==> config.mk <==
export PLATFORM = sky130hd
export DESIGN_NAME = general_addr_to_mask_flat
export DESIGN_NICKNAME = d
export VERILOG_FILES = /design/src/rtl/general_addr_to_mask_pkg.sv /design/src/rtl/general_addr_to_mask_if.sv /design/src/rtl/general_addr_to_mask_onehot.sv /design/src/rtl/general_addr_to_mask.sv /design/src/flat_wrapper.sv
export SDC_FILE = /design/constraint.sdc
export NUM_CORES = 1
export LEC_CHECK = 0
export ABC_CLOCK_PERIOD_IN_PS = 4000
export BUFFER_PORTS_ARGS = -buffer_cell sky130_fd_sc_hd__buf_2
export CAP_MARGIN = 20
export CELL_PAD_IN_SITES_DETAIL_PLACEMENT = 1
export CELL_PAD_IN_SITES_GLOBAL_PLACEMENT = 1
export CORE_MARGIN = 2
export CORE_UTILIZATION = 41
export DETAILED_ROUTE_END_ITERATION = 8
export PLACE_DENSITY_LB_ADDON = 0.2
export SKIP_LAST_GASP = 1
export SLEW_MARGIN = 0
export SYNTH_ARGS = -nofsm -noshare
export SYNTH_HDL_FRONTEND = slang
export SYNTH_HIERARCHICAL = 1
export SYNTH_SLANG_ARGS = --single-unit
==> constraint.sdc <==
create_clock -name clk -period 4 [get_ports clk]
set_input_delay 0.2 -clock clk [delete_from_list [all_inputs] [get_ports clk]]
set_output_delay 0.2 -clock clk [all_outputs]
set_load 0.02 [all_outputs]
==> src/rtl/general_addr_to_mask_pkg.sv <==
// Purpose: shared types and constants for the address-to-mask decoder and its encoder peer.
// Latency: n/a (declarations only).
// Backpressure: n/a.
package general_addr_to_mask_pkg;

    // Default geometry: a 40-entry flag vector addressed by 6-bit indices.
    localparam int DATA_NUM_DEF  = 40;
    localparam int NUM_WIDTH_DEF = 6;

    // Bit ordering convention shared with the first-set-bit encoder.
    localparam logic MODE_FWD = 1'b0;   // bit index = addr
    localparam logic MODE_REV = 1'b1;   // bit index = DATA_NUM-1-addr

    typedef enum logic {
        COLLECT = 1'b0,
        DRAIN   = 1'b1
    } state_e;

endpackage

==> src/rtl/general_addr_to_mask_if.sv <==
// Purpose: bundles the input beat stream and the completed-frame output of general_addr_to_mask.
// Latency: n/a (wiring only).
// Backpressure: in_valid/in_ready on the beat side, out_valid/out_ready on the frame side.
// Ports: mode, in_valid, in_ready, in_addr, in_last, out_valid, out_ready,
//        out_mask, out_count, out_dup, out_err.
interface general_addr_to_mask_if
    import general_addr_to_mask_pkg::*;
#(
    parameter int DATA_NUM  = DATA_NUM_DEF,
    parameter int NUM_WIDTH = NUM_WIDTH_DEF
);
    logic                 mode;
    logic                 in_valid;
    logic                 in_ready;
    logic [NUM_WIDTH-1:0] in_addr;
    logic                 in_last;
    logic                 out_valid;
    logic                 out_ready;
    logic [DATA_NUM-1:0]  out_mask;
    logic [NUM_WIDTH-1:0] out_count;
    logic                 out_dup;
    logic                 out_err;

    // Upstream producer and downstream consumer side.
    modport master (
        output mode, in_valid, in_addr, in_last, out_ready,
        input  in_ready, out_valid, out_mask, out_count, out_dup, out_err
    );

    // The decoder itself.
    modport slave (
        input  mode, in_valid, in_addr, in_last, out_ready,
        output in_ready, out_valid, out_mask, out_count, out_dup, out_err
    );
endinterface

==> src/rtl/general_addr_to_mask_onehot.sv <==
// Purpose: turn one address into a one-hot flag vector in forward or reverse bit order.
// Latency: combinational.
// Backpressure: none.
// Ports: addr (in), mode_eff (in), onehot (out, zero when out of range), range_err (out).
module general_addr_onehot
    import general_addr_to_mask_pkg::*;
#(
    parameter int DATA_NUM  = DATA_NUM_DEF,
    parameter int NUM_WIDTH = NUM_WIDTH_DEF
) (
    input  logic [NUM_WIDTH-1:0] addr,
    input  logic                 mode_eff,
    output logic [DATA_NUM-1:0]  onehot,
    output logic                 range_err
);

    localparam logic [NUM_WIDTH-1:0] LIMIT    = NUM_WIDTH'(DATA_NUM);
    localparam logic [NUM_WIDTH-1:0] LAST_IDX = NUM_WIDTH'(DATA_NUM - 1);

    logic [NUM_WIDTH-1:0] idx;

    always_comb begin
        range_err = (addr >= LIMIT);
        // Reverse index is only meaningful in range; out-of-range addresses never set a bit.
        idx       = (mode_eff == MODE_REV) ? (LAST_IDX - addr) : addr;
        onehot    = '0;
        for (int i = 0; i < DATA_NUM; i++) begin
            onehot[i] = !range_err && (idx == NUM_WIDTH'(i));
        end
    end

endmodule

==> src/rtl/general_addr_to_mask.sv <==
// Purpose: accumulate a stream of bit addresses into a flag vector with per-frame statistics.
// Latency: out_valid rises 1 cycle after the beat carrying in_last is accepted.
// Backpressure: in_ready is low while a completed frame waits; outputs hold until out_ready.
// Ports: clk, rst_n (async active-low), bus (slave modport: beat stream in, frame out).
module general_addr_to_mask
    import general_addr_to_mask_pkg::*;
#(
    parameter int DATA_NUM  = DATA_NUM_DEF,
    parameter int NUM_WIDTH = NUM_WIDTH_DEF
) (
    input  logic                    clk,
    input  logic                    rst_n,
    general_addr_to_mask_if.slave   bus
);

    state_e               state_q, state_d;
    logic [DATA_NUM-1:0]  mask_q,  mask_d;
    logic [NUM_WIDTH-1:0] count_q, count_d;
    logic                 dup_q,   dup_d;
    logic                 err_q,   err_d;
    logic                 first_q, first_d;
    logic                 mode_q,  mode_d;

    logic                 accept;
    logic                 mode_eff;
    logic [DATA_NUM-1:0]  onehot;
    logic                 range_err;
    logic                 hit;

    // The first beat of a frame decides the ordering for the whole frame.
    assign mode_eff = first_q ? bus.mode : mode_q;

    general_addr_onehot #(
        .DATA_NUM  (DATA_NUM),
        .NUM_WIDTH (NUM_WIDTH)
    ) u_onehot (
        .addr      (bus.in_addr),
        .mode_eff  (mode_eff),
        .onehot    (onehot),
        .range_err (range_err)
    );

    assign hit    = |(onehot & mask_q);
    assign accept = bus.in_valid && bus.in_ready;

    always_ff @(posedge clk or negedge rst_n) begin
        if (!rst_n) begin
            state_q <= COLLECT;
            mask_q  <= '0;
            count_q <= '0;
            dup_q   <= 1'b0;
            err_q   <= 1'b0;
            first_q <= 1'b1;
            mode_q  <= MODE_FWD;
        end else begin
            state_q <= state_d;
            mask_q  <= mask_d;
            count_q <= count_d;
            dup_q   <= dup_d;
            err_q   <= err_d;
            first_q <= first_d;
            mode_q  <= mode_d;
        end
    end

    always_comb begin
        state_d       = state_q;
        mask_d        = mask_q;
        count_d       = count_q;
        dup_d         = dup_q;
        err_d         = err_q;
        first_d       = first_q;
        mode_d        = mode_q;
        bus.in_ready  = 1'b0;
        bus.out_valid = 1'b0;

        unique case (state_q)
            COLLECT: begin
                bus.in_ready = 1'b1;
                if (accept) begin
                    first_d = 1'b0;
                    mode_d  = mode_eff;
                    // Error, duplicate and fresh-set are mutually exclusive per beat.
                    if (range_err) begin
                        err_d = 1'b1;
                    end else if (hit) begin
                        dup_d = 1'b1;
                    end else begin
                        mask_d  = mask_q | onehot;
                        count_d = count_q + NUM_WIDTH'(1);
                    end
                    if (bus.in_last) begin
                        state_d = DRAIN;
                    end
                end
            end
            DRAIN: begin
                bus.out_valid = 1'b1;
                if (bus.out_ready) begin
                    mask_d  = '0;
                    count_d = '0;
                    dup_d   = 1'b0;
                    err_d   = 1'b0;
                    first_d = 1'b1;
                    state_d = COLLECT;
                end
            end
            default: state_d = COLLECT;
        endcase
    end

    // Result fields come straight from the accumulator; consumers qualify with out_valid.
    assign bus.out_mask  = mask_q;
    assign bus.out_count = count_q;
    assign bus.out_dup   = dup_q;
    assign bus.out_err   = err_q;

endmodule

==> src/flat_wrapper.sv <==
// flat-port wrapper written by rule: the top's interface ports become plain ports
module general_addr_to_mask_flat import general_addr_to_mask_pkg::*;
#(
    parameter int DATA_NUM  = DATA_NUM_DEF,
    parameter int NUM_WIDTH = NUM_WIDTH_DEF
)
  (clk, rst_n, bus_mode, bus_in_valid, bus_in_addr, bus_in_last, bus_out_ready, bus_in_ready, bus_out_valid, bus_out_mask, bus_out_count, bus_out_dup, bus_out_err);
  general_addr_to_mask_if #(.DATA_NUM(DATA_NUM), .NUM_WIDTH(NUM_WIDTH)) bus_i ();
  input  logic clk;
  input  logic rst_n;
  input wire logic [$bits(bus_i.mode)-1:0] bus_mode;
  input wire logic [$bits(bus_i.in_valid)-1:0] bus_in_valid;
  input wire logic [$bits(bus_i.in_addr)-1:0] bus_in_addr;
  input wire logic [$bits(bus_i.in_last)-1:0] bus_in_last;
  input wire logic [$bits(bus_i.out_ready)-1:0] bus_out_ready;
  output wire logic [$bits(bus_i.in_ready)-1:0] bus_in_ready;
  output wire logic [$bits(bus_i.out_valid)-1:0] bus_out_valid;
  output wire logic [$bits(bus_i.out_mask)-1:0] bus_out_mask;
  output wire logic [$bits(bus_i.out_count)-1:0] bus_out_count;
  output wire logic [$bits(bus_i.out_dup)-1:0] bus_out_dup;
  output wire logic [$bits(bus_i.out_err)-1:0] bus_out_err;
  assign bus_i.mode = bus_mode;
  assign bus_i.in_valid = bus_in_valid;
  assign bus_i.in_addr = bus_in_addr;
  assign bus_i.in_last = bus_in_last;
  assign bus_i.out_ready = bus_out_ready;
  assign bus_in_ready = bus_i.in_ready;
  assign bus_out_valid = bus_i.out_valid;
  assign bus_out_mask = bus_i.out_mask;
  assign bus_out_count = bus_i.out_count;
  assign bus_out_dup = bus_i.out_dup;
  assign bus_out_err = bus_i.out_err;
  general_addr_to_mask #(.DATA_NUM(DATA_NUM), .NUM_WIDTH(NUM_WIDTH)) u_core (.clk(clk), .rst_n(rst_n), .bus(bus_i));
endmodule
==> summary.txt <==
Yosys
  • FFs w/ async S/R, synth: 1.00
  • Post-synth EDFFs: 0
  • Most area-consuming cells after synthesis: dfrtp_1 (46%), a22o_1 (14%), a22oi_1 (5.5%)
  • Synth top area share: 0.459
  • Synth Warn #: 6
  • Synth Flop Type: dfrtp_1
  • Area of the mapped netlist: 2730 um2
  • #FFs+latches synth: 51
  • Post-synth cell types: 47
  • Mapped Cells: 264
  • Yosys top cell by area: dfrtp_1
  • Sequential element share of the synthesized area: 0.469
  • Syn avg cell area: 10.3 um2
  • Syn Nets: approximately 280

CTS
  • Clk pin slew, worst setup/hold paths: 0.10 ns
  • CTS sink cnt: between 50 and 60
  • Clk_lat worst skew: about 0.3 ns
  • CTS root buffer: clkbuf_8
  • Cts repair resizes: 0
  • TritonCTS buffer count: 5
  • Buffer depth of the longest clock path: 2
  • # hold bufs at CTS: 0
  • H-tree levels: 2
  • Post-CTS Setup Inserts: 0
  • TritonCTS clock tree: yes

Placed design
  • Dpl hpwl: 5.63 mm
  • IO Port Bufs: 61
  • Routability cong.: 0.827
  • Inst Count DP: 402

STA
  • Tmin final: between 3 and 4 ns
  • Clock Skew: 0.0108 ns
  • Final Hold Fails: 1
  • Final Slew Violations: 0
  • Worst hold margin: -0.00144 ns
  • Setup Total Neg Slack: 0 ns
  • Unrepaired setup endpoints after global routing: no
  • Endpoints failing setup: 0
  • Final worst path period share: 0.933
  • Slew @ Worst Pin: 0.649 ns
  • Max_slew headroom: 0.567
  • Peak Freq: about 270 MHz

Final layout
  • Layout net count: 347
  • Area Growth Syn to Fin: 19.1%
  • Register area: 1280 um2
  • N_diodes: 0
  • Fillcell total: 767
  • Proportion of layout cells with a drive suffix above 1: 0.270
  • Multi-input logic area: ~1300 um2
  • Most frequent cells in the layout: buf_2 (61), dfrtp_1 (50), a22o_1 (45)
  • Non-filler cells, final: 410
  • Most common cell after layout, fill and taps aside: buf_2

Outcome
  • Failing checks: negative hold slack
  • Status: finished, violations left

Drt
  • Initial DRC Count: 159
  • Via count: 2457
  • Final ANT Viol Nets: 0
  • Via/cell ratio: roughly 6.0
  • Detailed Routing Iterations Pass 1: 4
  • DRC violations left: 0
  • Routed wire per std cell: around 19 um
  • Routed wire length: 7.71 mm

Setup path
  • CP Capture Type: register
  • Crit start category: register
  • Crit path max fanout: 17
  • R2R Setup Slk: 0.27 ns
  • Worst Path Buf+Inv: 0
  • Crit-path cells: mux2_2, and2_1, a22oi_1, nor3_1, a22o_1, a221oi_1, nand4_1, or3_1, o311a_1, o21a_1
  • CP delay by family, top: compound AO/OA/AOI/OAI gates
  • R2R cell count: 10
  • Slowest CP cell: dfstp_2
  • Critical path class: reg -> reg
  • Crit path DAT: 3.93 ns
  • RR Startpoint: u_core/first_q$_DFFE_PN1P_
  • Slowest stage delay, CP: 0.55 ns
  • Worst Path Required: 4.19 ns
  • Worst flop-to-flop path endpoint: u_core/bus.out_count[2]$_DFFE_PN0P_

Power
  • Total Power: 1.29 mW
  • Lkg Pwr: 1.56 nW
  • Max rail drop VDD: 0.000200 V
  • PwrDens: 398 nW/um2

Floorplan
  • Starting Density: 0.427
  • Die X: 85.5 um
  • Core box area: 6390 um2
  • Die Height: 85.5 um
  • # rows: 29
  • Io pins: 62
  • Die area: 7310 um2

Global routing
  • Initial antenna violation count: 0
  • Grt met1 use: 0.319
  • M3 GR Usage: 0.0366
  • Grt peak-use layer: met2
  • Met2 Use GR: 0.350
  • Total grt overflow: 0
  • Total GRT Usage: 0.220
  • First-pass GRT wire length: approximately 13 mm
  • Largest net degree at the start of global routing: between 50 and 60
  • Vias in the first global route: 2433

Worst hold path
  • Worst hold path type: in -> async

Run
  • Maxcap violations: 0
## worst reg2reg max path: cells and delay by family, from the launching register on
kind	cells	cell delay, ns
AOI/OAI and AO/OA	5	1.44
DFF	1	0.55
muxes	1	0.44
and+or+nand+nor	4	1.18
## flip-flops by register name (all words and copies together), names as in the netlist
name                  cells
u_core/bus.out_err        1
u_core/bus.out_count      6
u_core/state_q            1
u_core/mode_q             1
u_core/bus.out_mask      40
u_core/bus.out_dup        1
u_core/first_q            1
## cells by family after synthesis
group                    Yosys count  share of synthesized area
multiplexers                       3                     0.0124
flip-flops                        51                      0.469
AND/OR/NAND/NOR                   79                      0.167
AO/OA/AOI/OAI                    104                      0.299
buffers and inverters             24                     0.0386
adder cells (fa/ha/maj)            3                     0.0138
## routing by layer
metal / share of wire / routed length [um]
met3: 0.048 / 367
met4: 0.0067 / 52
met5: 0 / 0
met2: 0.48 / 3690
met1: 0.47 / 3600
## synthesized netlist by cell type (all sizes together) (2+ instances only)
| master | n |
|---|---|
| a211oi | 2 |
| a21oi | 16 |
| a221oi | 4 |
| a22o | 45 |
| a22oi | 20 |
| and2 | 2 |
| and4b | 2 |
| buf | 7 |
| clkbuf | 6 |
| dfrtp | 50 |
| ha | 3 |
| inv | 10 |
| mux2 | 3 |
| nand2 | 5 |
| nand2b | 2 |
| nand4 | 5 |
| nor2 | 21 |
| nor2b | 7 |
| nor3 | 20 |
| nor3b | 3 |
| nor4 | 2 |
| o21ai | 6 |
| o22ai | 3 |
| or3 | 2 |
## report_power, final
group | internal (mW) | total [mW] | switching, mW
logic | 0.142 | 0.384 | 0.242
registers | 0.563 | 0.608 | 0.0451
clock network | 0.123 | 0.301 | 0.178
## final cells by class
cell class                 count  share of cell area
multi-input combinational    189               0.414
timing repair buffer          74               0.124
tap                           77              0.0297
sequential                    51               0.394
clock buffer                   6              0.0224
inverter                      11              0.0127
clock inverter                 2             0.00386
## stage by stage
step	util	hold slack (ns)	cell area [um2]	worst slack, ns
4_1_cts	0.508	0.0226	3250	0.301
5_1_grt	0.508	0.0562	3250	0.0875
2_1_floorplan	-	-0.0956	2730	0.680
3_5_place_dp	0.495	0.357	3160	0.323
3_3_place_gp	0.495	0.350	3160	0.396
6_report	0.508	-0.00144	3250	0.268
## worst max-delay path by stage
stage,cells after the start,endpoint,startpoint
final,10,u_core/bus.out_count[2]$_DFFE_PN0P_,u_core/first_q$_DFFE_PN1P_
after global routing,10,u_core/bus.out_count[2]$_DFFE_PN0P_,u_core/first_q$_DFFE_PN1P_
after CTS,10,u_core/bus.out_count[2]$_DFFE_PN0P_,u_core/first_q$_DFFE_PN1P_
after detailed placement,10,u_core/bus.out_count[2]$_DFFE_PN0P_,u_core/first_q$_DFFE_PN1P_
after global placement,10,u_core/bus.out_count[2]$_DFFE_PN0P_,u_core/first_q$_DFFE_PN1P_
after floorplan,12,u_core/bus.out_count[2]$_DFFE_PN0P_,u_core/first_q$_DFFE_PN1P_
Power figures use the tool's default switching activity.
